File: config.mk
export PLATFORM = sky130hd
export DESIGN_NAME = riscv_mem_arbiter_flat
export DESIGN_NICKNAME = d
export VERILOG_FILES = /design/src/rtl/riscv_mem_pkg.sv /design/src/rtl/riscv_mem_arbiter_if.sv /design/src/rtl/riscv_mem_align.sv /design/src/rtl/riscv_mem_arbiter.sv /design/src/flat_wrapper.sv
export SDC_FILE = /design/constraint.sdc
export NUM_CORES = 1
export LEC_CHECK = 0
export ABC_AREA = 1
export CORE_MARGIN = 4
export CORE_UTILIZATION = 40
export DETAILED_ROUTE_END_ITERATION = 8
export GPL_ROUTABILITY_DRIVEN = 1
export PLACE_DENSITY = 0.84
export SETUP_SLACK_MARGIN = 0.1
export SLEW_MARGIN = 5
export SYNTH_ARGS = -nofsm -noshare
export SYNTH_HDL_FRONTEND = slang
export SYNTH_SLANG_ARGS = --single-unit
File: constraint.sdc
create_clock -name clk -period 3.25 [get_ports clk]
set_clock_uncertainty 0.15 [all_clocks]
set_input_delay 0.65 -clock clk [delete_from_list [all_inputs] [get_ports clk]]
set_output_delay 0.65 -clock clk [all_outputs]
set_load 0.1 [all_outputs]
File: src/rtl/riscv_mem_pkg.sv
// Shared state encoding, size/requester codes and lane helpers for the
// RISC-V fetch/load-store memory arbiter.
package riscv_mem_pkg;

    typedef enum logic [1:0] {
        IDLE = 2'd0,
        WAIT = 2'd1,
        RESP = 2'd2
    } state_t;

    localparam logic [1:0] SZ_BYTE = 2'b00;
    localparam logic [1:0] SZ_HALF = 2'b01;
    localparam logic [1:0] SZ_WORD = 2'b10;

    localparam logic ID_FETCH = 1'b0;
    localparam logic ID_LSU   = 1'b1;

    function automatic logic [31:0] size_mask(input logic [1:0] size);
        case (size)
            SZ_BYTE: return 32'h0000_00ff;
            SZ_HALF: return 32'h0000_ffff;
            default: return 32'hffff_ffff;
        endcase
    endfunction

    // Store data is right-justified; copy it into every lane it could land on.
    function automatic logic [31:0] lane_replicate(input logic [1:0] size, input logic [31:0] d);
        case (size)
            SZ_BYTE: return {4{d[7:0]}};
            SZ_HALF: return {2{d[15:0]}};
            default: return d;
        endcase
    endfunction

endpackage

File: src/rtl/riscv_mem_arbiter_if.sv
// Memory-side bus of the arbiter: master = arbiter, slave = memory.
interface riscv_mem_arbiter_if #(
    parameter int ADDR_W = 32
);
    logic              mem_req;
    logic              mem_we;
    logic [3:0]        mem_be;
    logic [ADDR_W-1:0] mem_addr;
    logic [31:0]       mem_wdata;
    logic [31:0]       mem_rdata;
    logic              mem_ack;

    modport master (
        output mem_req, mem_we, mem_be, mem_addr, mem_wdata,
        input  mem_rdata, mem_ack
    );

    modport slave (
        input  mem_req, mem_we, mem_be, mem_addr, mem_wdata,
        output mem_rdata, mem_ack
    );
endinterface

File: src/rtl/riscv_mem_align.sv
// Byte-enable, alignment check and read-lane shift for one access.
module riscv_mem_align
    import riscv_mem_pkg::*;
(
    input  logic [1:0] size,
    input  logic [1:0] offset,
    output logic [3:0] be,
    output logic       misaligned,
    output logic [4:0] shamt
);

    always_comb begin
        be         = 4'b0000;
        misaligned = 1'b0;
        shamt      = {offset, 3'b000};
        case (size)
            SZ_BYTE: be = 4'b0001 << offset;
            SZ_HALF: begin
                be         = 4'b0011 << offset;
                misaligned = offset[0];
            end
            SZ_WORD: begin
                be         = 4'b1111;
                misaligned = |offset;
            end
            default: misaligned = 1'b1;
        endcase
    end

endmodule

File: src/rtl/riscv_mem_arbiter.sv
// Single-outstanding arbiter between instruction fetch and load/store onto one
// memory port. Define RISCV_MEM_ARB_RR_EN for round-robin, else LSU priority.
module riscv_mem_arbiter
    import riscv_mem_pkg::*;
#(
    parameter int ADDR_W  = 32,
    parameter int TIMEOUT = 16
) (
    input  logic              clk,
    input  logic              rst_n,
    input  logic              if_req,
    input  logic [ADDR_W-1:0] if_addr,
    output logic              if_gnt,
    input  logic              ls_req,
    input  logic              ls_we,
    input  logic [1:0]        ls_size,
    input  logic [ADDR_W-1:0] ls_addr,
    input  logic [31:0]       ls_wdata,
    output logic              ls_gnt,
    output logic              rsp_valid,
    output logic              rsp_id,
    output logic [31:0]       rsp_rdata,
    output logic              rsp_err,
    riscv_mem_arbiter_if.master mem
);

    localparam int CNT_W = $clog2(TIMEOUT + 1);

    state_t            state, state_nxt;
    logic [CNT_W-1:0]  wait_cnt;
    logic              grant;
    logic              expire;
    logic              sel_ls;

    logic              c_we;
    logic [1:0]        c_size;
    logic [ADDR_W-1:0] c_addr;
    logic [31:0]       c_wdata;
    logic [3:0]        c_be;
    logic              c_mis;
    logic [4:0]        c_shamt;

    logic              id_q;
    logic              we_q;
    logic [1:0]        size_q;
    logic [3:0]        be_q;
    logic [ADDR_W-1:0] addr_q;
    logic [31:0]       wdata_q;
    logic [4:0]        shamt_q;
    logic              err_q;
    logic [31:0]       rdata_q;

`ifdef RISCV_MEM_ARB_RR_EN
    logic last_ls;

    always_ff @(posedge clk) begin
        if (!rst_n)
            last_ls <= ID_FETCH;
        else if (grant)
            last_ls <= sel_ls;
    end

    assign sel_ls = ls_req & (~if_req | ~last_ls);
`else
    assign sel_ls = ls_req;
`endif

    // Fields of whichever requester wins; a fetch is always a word read.
    assign c_we    = sel_ls ? ls_we    : 1'b0;
    assign c_size  = sel_ls ? ls_size  : SZ_WORD;
    assign c_addr  = sel_ls ? ls_addr  : if_addr;
    assign c_wdata = sel_ls ? ls_wdata : 32'h0;

    riscv_mem_align u_align (
        .size       (c_size),
        .offset     (c_addr[1:0]),
        .be         (c_be),
        .misaligned (c_mis),
        .shamt      (c_shamt)
    );

    assign expire = (wait_cnt == CNT_W'(TIMEOUT - 1));

    always_ff @(posedge clk) begin
        if (!rst_n)
            state <= IDLE;
        else
            state <= state_nxt;
    end

    always_comb begin
        state_nxt = state;
        grant     = 1'b0;
        if_gnt    = 1'b0;
        ls_gnt    = 1'b0;
        case (state)
            IDLE: begin
                if (rst_n && (if_req || ls_req)) begin
                    grant     = 1'b1;
                    if_gnt    = ~sel_ls;
                    ls_gnt    = sel_ls;
                    state_nxt = c_mis ? RESP : WAIT;
                end
            end
            WAIT: begin
                if (mem.mem_ack || expire)
                    state_nxt = RESP;
            end
            RESP:    state_nxt = IDLE;
            default: state_nxt = IDLE;
        endcase
    end

    always_ff @(posedge clk) begin
        if (!rst_n)
            wait_cnt <= '0;
        else if (grant)
            wait_cnt <= '0;
        else if (state == WAIT)
            wait_cnt <= wait_cnt + 1'b1;
    end

    // Transaction registers need no reset: every output is gated by state.
    always_ff @(posedge clk) begin
        if (grant) begin
            id_q    <= sel_ls;
            we_q    <= c_we;
            size_q  <= c_size;
            be_q    <= c_be;
            addr_q  <= {c_addr[ADDR_W-1:2], 2'b00};
            wdata_q <= lane_replicate(c_size, c_wdata);
            shamt_q <= c_shamt;
            err_q   <= c_mis;
            rdata_q <= 32'h0;
        end else if (state == WAIT) begin
            if (mem.mem_ack) begin
                if (!we_q)
                    rdata_q <= (mem.mem_rdata >> shamt_q) & size_mask(size_q);
            end else if (expire) begin
                err_q <= 1'b1;
            end
        end
    end

    assign mem.mem_req   = (state == WAIT);
    assign mem.mem_we    = (state == WAIT) & we_q;
    assign mem.mem_be    = (state == WAIT) ? be_q    : 4'b0000;
    assign mem.mem_addr  = (state == WAIT) ? addr_q  : '0;
    assign mem.mem_wdata = (state == WAIT) ? wdata_q : 32'h0;

    assign rsp_valid = (state == RESP);
    assign rsp_id    = (state == RESP) & id_q;
    assign rsp_err   = (state == RESP) & err_q;
    assign rsp_rdata = (state == RESP) ? rdata_q : 32'h0;

endmodule

File: src/flat_wrapper.sv
// flat-port wrapper written by rule: the top's interface ports become plain ports
module riscv_mem_arbiter_flat import riscv_mem_pkg::*;
#(
    parameter int ADDR_W  = 32,
    parameter int TIMEOUT = 16
)
  (clk, rst_n, if_req, if_addr, if_gnt, ls_req, ls_we, ls_size, ls_addr, ls_wdata, ls_gnt, rsp_valid, rsp_id, rsp_rdata, rsp_err, mem_mem_req, mem_mem_we, mem_mem_be, mem_mem_addr, mem_mem_wdata, mem_mem_rdata, mem_mem_ack);
  riscv_mem_arbiter_if #(.ADDR_W(ADDR_W)) mem_i ();
  input  logic clk;
  input  logic rst_n;
  input  logic if_req;
  input  logic [ADDR_W-1:0] if_addr;
  output logic if_gnt;
  input  logic ls_req;
  input  logic ls_we;
  input  logic [1:0] ls_size;
  input  logic [ADDR_W-1:0] ls_addr;
  input  logic [31:0] ls_wdata;
  output logic ls_gnt;
  output logic rsp_valid;
  output logic rsp_id;
  output logic [31:0] rsp_rdata;
  output logic rsp_err;
  output wire logic [$bits(mem_i.mem_req)-1:0] mem_mem_req;
  output wire logic [$bits(mem_i.mem_we)-1:0] mem_mem_we;
  output wire logic [$bits(mem_i.mem_be)-1:0] mem_mem_be;
  output wire logic [$bits(mem_i.mem_addr)-1:0] mem_mem_addr;
  output wire logic [$bits(mem_i.mem_wdata)-1:0] mem_mem_wdata;
  input wire logic [$bits(mem_i.mem_rdata)-1:0] mem_mem_rdata;
  input wire logic [$bits(mem_i.mem_ack)-1:0] mem_mem_ack;
  assign mem_mem_req = mem_i.mem_req;
  assign mem_mem_we = mem_i.mem_we;
  assign mem_mem_be = mem_i.mem_be;
  assign mem_mem_addr = mem_i.mem_addr;
  assign mem_mem_wdata = mem_i.mem_wdata;
  assign mem_i.mem_rdata = mem_mem_rdata;
  assign mem_i.mem_ack = mem_mem_ack;
  riscv_mem_arbiter #(.ADDR_W(ADDR_W), .TIMEOUT(TIMEOUT)) u_core (.clk(clk), .rst_n(rst_n), .if_req(if_req), .if_addr(if_addr), .if_gnt(if_gnt), .ls_req(ls_req), .ls_we(ls_we), .ls_size(ls_size), .ls_addr(ls_addr), .ls_wdata(ls_wdata), .ls_gnt(ls_gnt), .rsp_valid(rsp_valid), .rsp_id(rsp_id), .rsp_rdata(rsp_rdata), .rsp_err(rsp_err), .mem(mem_i));
endmodule
==> flow_summary_export.csv, run 1 <==
group,metric,value,unit
run_status,outcome,"finished clean",
synthesis,avgSynthCellArea,7.498,um2
finish,syn2layout_area_growth,48.44,%
run,drv_cap,0,
synthesis,ys_ff_latch,112,
floorplan,num_rows,44,
min_path,hold_path.class,"reg2reg",
finish,most-common-layout-cells,"nand2_1, clkdlybuf4s50_1, inv_1",
clock_tree,clock_latency,350,ps
sta,worstMarginPinSlew,1033,ps
place,gp_congestion,0.8578,
synthesis,yosysUniqueCellTypes,34,
clock_tree,cts_tree,"yes",
routing,drt_iter0_markers,318,
floorplan,ios,243,
critical_path,arrival,2030,ps
floorplan,core-area,14480,um2
finish,fin_nets,1141,
global_route,grt_pass1_wl,26.85,mm
critical_path,rrSetupSlack,1010,ps
global_route,grt_max_degree,99,
min_path,hp-start,"u_core.rdata_q[29]",
synthesis,synth_area_leaders,"edfxtp_1, nand2_1, dfxtp_1, inv_1, nor2_1",
global_route,top_usage_layer,"met2",
sta,fin_crit_sh,87.11,%
clock_tree,cts_max_path_buffers,2,
routing,vias,5679,
clock_tree,root_buffer,"clkbuf_16",
power,peakVddDrop,0.2779,mV
floorplan,dieArea,16680,um2
sta,setup_tns,0,ps
sta,finalHoldViolCount,0,
sta,grt_setup_unrepaired,"false",
synthesis,synth-simple-area-share,26.58,%
synthesis,synth_seq_area_share,50.64,%
routing,post_drt_wl_per_cell,14.92,um
min_path,min_path_cells,2,
critical_path,r2r_cells,6,
synthesis,muxShareOfSynthArea,0,%
sta,hold_slack,316.4,ps
finish,antenna_cells,0,
global_route,antenna_found_initial,1,
routing,antenna_left,0,
floorplan,die_h,129.1,um
clock_tree,cts.sinks,112,
synthesis,synthAdderAreaFrac,0.4263,%
clock_tree,cts_max_level,3,
floorplan,die_width,129.1,um
routing,drc_errors,0,
place,port_buffers,240,
clock_tree,post_cts_buffers,0,
critical_path,path_class,"in2out",
floorplan,start_util,40.55,%
synthesis,synth_top_area_share,37.34,%
sta,max-slew-margin-rel,31.04,%
clock_tree,cts_buffers,9,
place,dp_hpwl,13.47,mm
sta,max_freq,353.2,MHz
routing,totalWireLength,17.79,mm
synthesis,postSynthCellCount,783,
finish,drive_gt1_share,19.44,%
critical_path,cp.required,2450,ps
global_route,grt_use_met1,22.18,%
synthesis,syn_area,5871,um2
synthesis,synth_compound_area_share,10.08,%
synthesis,yosys.area_share.xor_xnor,0.2984,%
critical_path,critPathCaptureType,"primary output",
critical_path,rr_startpoint,"u_core.state[0]",
power,total_power,0.003625,W
clock_tree,ctsHoldBuffers,0,
global_route,globalRouteOverflowTotal,0,
sta,layout_min_cycle_time,2831,ps
finish,layout_commonest_cell,"nand2_1",
critical_path,reg2reg_to,"u_core.rdata_q[28]",
sta,setup_viol,0,
sta,slew_violations,0,
synthesis,synth.largest_area_cell,"edfxtp_1",
routing,routed_via_density,4.764,
power,p_leak,3.853,nW
min_path,hold_path_end,"u_core.rdata_q[29]",
synthesis,ys_warn_count,0,
global_route,use_met3,6.760,%
synthesis,synth_top_family_by_area,"simple AND/OR/NAND/NOR gates",
finish,utilization,60.19,%
routing,dr.pass1.iters,4,
power,powerDensity,415.9,nW/um2
global_route,grt_pass1_vias,5472,
critical_path,start_kind,"input pin",
clock_tree,cts.clk_slew.worst_paths,70,ps
critical_path,cp_max_fo,10,
global_route,grt_util_met2,37.50,%
clock_tree,cts_resized,0,
global_route,grt_use_total,20.68,%
## cell families after synthesis
family,after synthesis
AND/OR/NAND/NOR,383
buffers and inverters,177
flip-flops,112
AO/OA/AOI/OAI,106
XOR/XNOR,2
adder cells (fa/ha/maj),2
other,1
## layout make-up
type / instances / area (um2)
Fill cell: 1287 / 5764
Sequential cell: 112 / 2973
Multi-Input combinational cell: 495 / 2452
Timing Repair Buffer: 249 / 2265
Inverter: 136 / 513.0
Tap cell: 184 / 230.2
Clock buffer: 9 / 225.2
Clock inverter: 7 / 56.30
## worst max path at each step
stage,endpoint,startpoint,cells after the start
finish,if_gnt,rst_n,6
global placement,if_gnt,rst_n,6
CTS,if_gnt,rst_n,6
floorplan,rsp_rdata[10],u_core.state[1],5
detailed placement,if_gnt,rst_n,6
global route,if_gnt,rst_n,6
## where the power goes
group / switching (W) / internal, W
sequential: 0.0000333 / 0.00163
clock: 0.000532 / 0.000529
combinational: 0.000607 / 0.000296
total: 0.00117 / 0.00245
## registers in the layout (all words and copies together), names as in the netlist
name and cells:
u_core.we_q 1, u_core.be_q 4, u_core.size_q 2, u_core.state 2
u_core.addr_q 30, u_core.wait_cnt 5, u_core.shamt_q 2, u_core.err_q 1
u_core.id_q 1, u_core.wdata_q 32, u_core.rdata_q 32
## cell usage after synthesis (all sizes together)
cell type and number:
o221ai 1, nand2 215, nand4 3, a21oi 69, nor3 3, dfxtp 39
clkinv 2, inv 134, a31o 8, nand3 35, o21ai 17, or2 8
o31ai 2, clkbuf 23, conb 1, ha 2, o211ai 8, o21a 1
buf 18, xor2 2, nor2 119, edfxtp 73
## critical path, cell delays in order
cell	delay (ps)
clkdlybuf4s50_1	490
nand3_1	150
nor2_4	150
inv_1	210
nor2_2	190
buf_12	190
## through the flow
step | setup WS, ps | area [um2] | cells
5_1_grt | 324.1 | 8715 | 1192
3_5_place_dp | 416.7 | 8433 | 1176
3_3_place_gp | 459.7 | 8433 | 1176
2_1_floorplan | 67.91 | 6120 | 784
4_1_cts | 415.4 | 8715 | 1192
6_report | 418.9 | 8715 | 1192
## layer usage
layer  share of wire, %  up-vias
met5              0.073        -
met4                2.8        2
met3                 10       32
met2                 51      231
met1                 36     2532
li1                   -     2882
Note: power is estimated with default switching activity, not from simulation.
==> run 2: changes to the inputs <==
Clock period 3.25 ns to 3.1 ns, I/O delays scaled along.
==> run 2 against run 1 <==
- wire length up 3.1%
- combinational power up 9.2%
- first-iteration DRC count up 89%
- power up 6.0%
- register-to-register slack worse by 40 ps
- critical path type is now reg2out
- largest power group unchanged
==> flow_summary_export.csv, run 2 (synthesis results as in run 1) <==
group,metric,value,unit
sta,setup_viol,0,
place,dp_hpwl,13.67,mm
floorplan,start_util,40.55,%
finish,most-common-layout-cells,"nand2_1, clkdlybuf4s50_1, inv_1",
power,powerDensity,409.5,nW/um2
sta,worstMarginPinSlew,797.3,ps
floorplan,die_h,129.1,um
global_route,antenna_found_initial,1,
critical_path,cp_top_family,"buffers and inverters",
floorplan,die_width,129.1,um
floorplan,ios,243,
global_route,grt_pass1_vias,5632,
finish,final_cells,1195,
place,gp_congestion,0.8646,
floorplan,num_rows,44,
place,port_buffers,240,
global_route,grt_pass1_wl,28.31,mm
power,p_leak,4.005,nW
finish,fill_cells,1151,
global_route,globalRouteOverflowTotal,0,
critical_path,cp.required,2330,ps
sta,max_freq,357.1,MHz
sta,finalHoldViolCount,0,
critical_path,max_stage_delay,450,ps
critical_path,path_class,"reg2out",
critical_path,cpMaxStageDelayCell,"dfxtp_1",
critical_path,start_kind,"flip-flop",
critical_path,cp_max_fo,62,
sta,max-slew-margin-rel,46.85,%
clock_tree,root_buffer,"clkbuf_16",
clock_tree,cts.sinks,112,
critical_path,path_buf_inv,2,
sta,grt_setup_unrepaired,"false",
finish,syn2layout_area_growth,59.78,%
finish,fin_nets,1144,
clock_tree,ctsHoldBuffers,0,
finish,utilization,64.79,%
power,peakVddDrop,0.2472,mV
run,drv_cap,0,
clock_tree,cts.clk_slew.worst_paths,70,ps
critical_path,crit_chain,"nand2_4, buf_4, nor2_1, buf_4",
routing,vias,5839,
routing,antenna_left,0,
power,total_power,0.003841,W
finish,drive_gt1_share,19.49,%
floorplan,core-area,14480,um2
routing,dr.pass1.iters,5,
critical_path,arrival,2030,ps
place,placed_cells,1179,
routing,routed_via_density,4.886,
routing,post_drt_wl_per_cell,15.35,um
clock_tree,cts_resized,0,
routing,drc_errors,0,
global_route,grt_use_total,21.80,%
sta,hold_slack,313.6,ps
finish,reg_top3,"u_core.rdata_q (32), u_core.wdata_q (32), u_core.addr_q (30)",
sta,setup_tns,0,ps
clock_tree,cts_buffers,9,
clock_tree,cts_max_level,3,
global_route,grt_max_degree,99,
min_path,hold_path.class,"reg2reg",
clock_tree,clock_latency,350,ps
critical_path,crit_top_cell,"buf_4",
finish,final-seq-area,2973,um2
clock_tree,cts_tree,"yes",
sta,layout_min_cycle_time,2800,ps
finish,layout_commonest_cell,"nand2_1",
critical_path,critPathCaptureType,"primary output",
run_status,outcome,"finished clean",
clock_tree,post_cts_buffers,0,
sta,slew_violations,0,
clock_tree,cts_max_path_buffers,2,
routing,totalWireLength,18.34,mm
floorplan,dieArea,16680,um2
finish,multi_input_area,2452,um2
finish,antenna_cells,0,
sta,fin_crit_sh,90.33,%
routing,drt_iter0_markers,601,
-- run 2: cell count changes in the layout (fill, tap and decap cells not counted), sizes merged --
| cell | delta |
|---|---|
| buf | +3 |
| inv | -1 |
| clkinvlp | -1 |
| clkbuf | +1 |
| clkinv | +1 |
-- run 2: path summary, 6_finish.rpt --
kind	from	endpoint	slack [ps]	depth (start not counted)
worst max-delay path	u_core.state[0]	mem_mem_wdata[7]	300	4
worst min-delay path	u_core.rdata_q[13]	u_core.rdata_q[13]	310	2
worst max register to register	u_core.state[0]	u_core.rdata_q[24]	970	6
worst min register to register	u_core.rdata_q[13]	u_core.rdata_q[13]	310	2
-- run 2: layer usage --
layer,track usage [%],share of wire [%]
met1,25.97,37
met5,0,0.098
met3,4.782,9.5
met4,7.659,2.5
met2,38.78,51
-- run 2: stage by stage --
| stage | cell area, um2 | setup slack [ps] |
|---|---|---|
| 2_1_floorplan | 6122 | 61.50 |
| 3_3_place_gp | 9107 | 476.0 |
| 3_5_place_dp | 9107 | 456.4 |
| 4_1_cts | 9380 | 271.9 |
| 5_1_grt | 9380 | 188.7 |
| 6_report | 9380 | 299.9 |
-- run 2: worst min-delay path: stages (launching register included) --
cell and delay [ps]:
dfxtp_1 310, nand2_1 60, a21oi_1 50
-- run 2: layout make-up --
type,instances,area share (%)
flip-flops and latches,112,31.69
repair buffers,252,31.32
multi-input cells,495,26.14
inverters,136,5.482
well taps,184,2.454
clock buffers,10,2.441
clock inverters,6,0.4669
-- run 2: power by group --
part           leakage (nW)  switching (W)  internal, W  total, W
registers              1.02      0.0000422      0.00171   0.00175
logic                  2.86       0.000642     0.000344  0.000987
clock network         0.135       0.000555     0.000552   0.00111
total                  4.01        0.00124      0.00260   0.00384
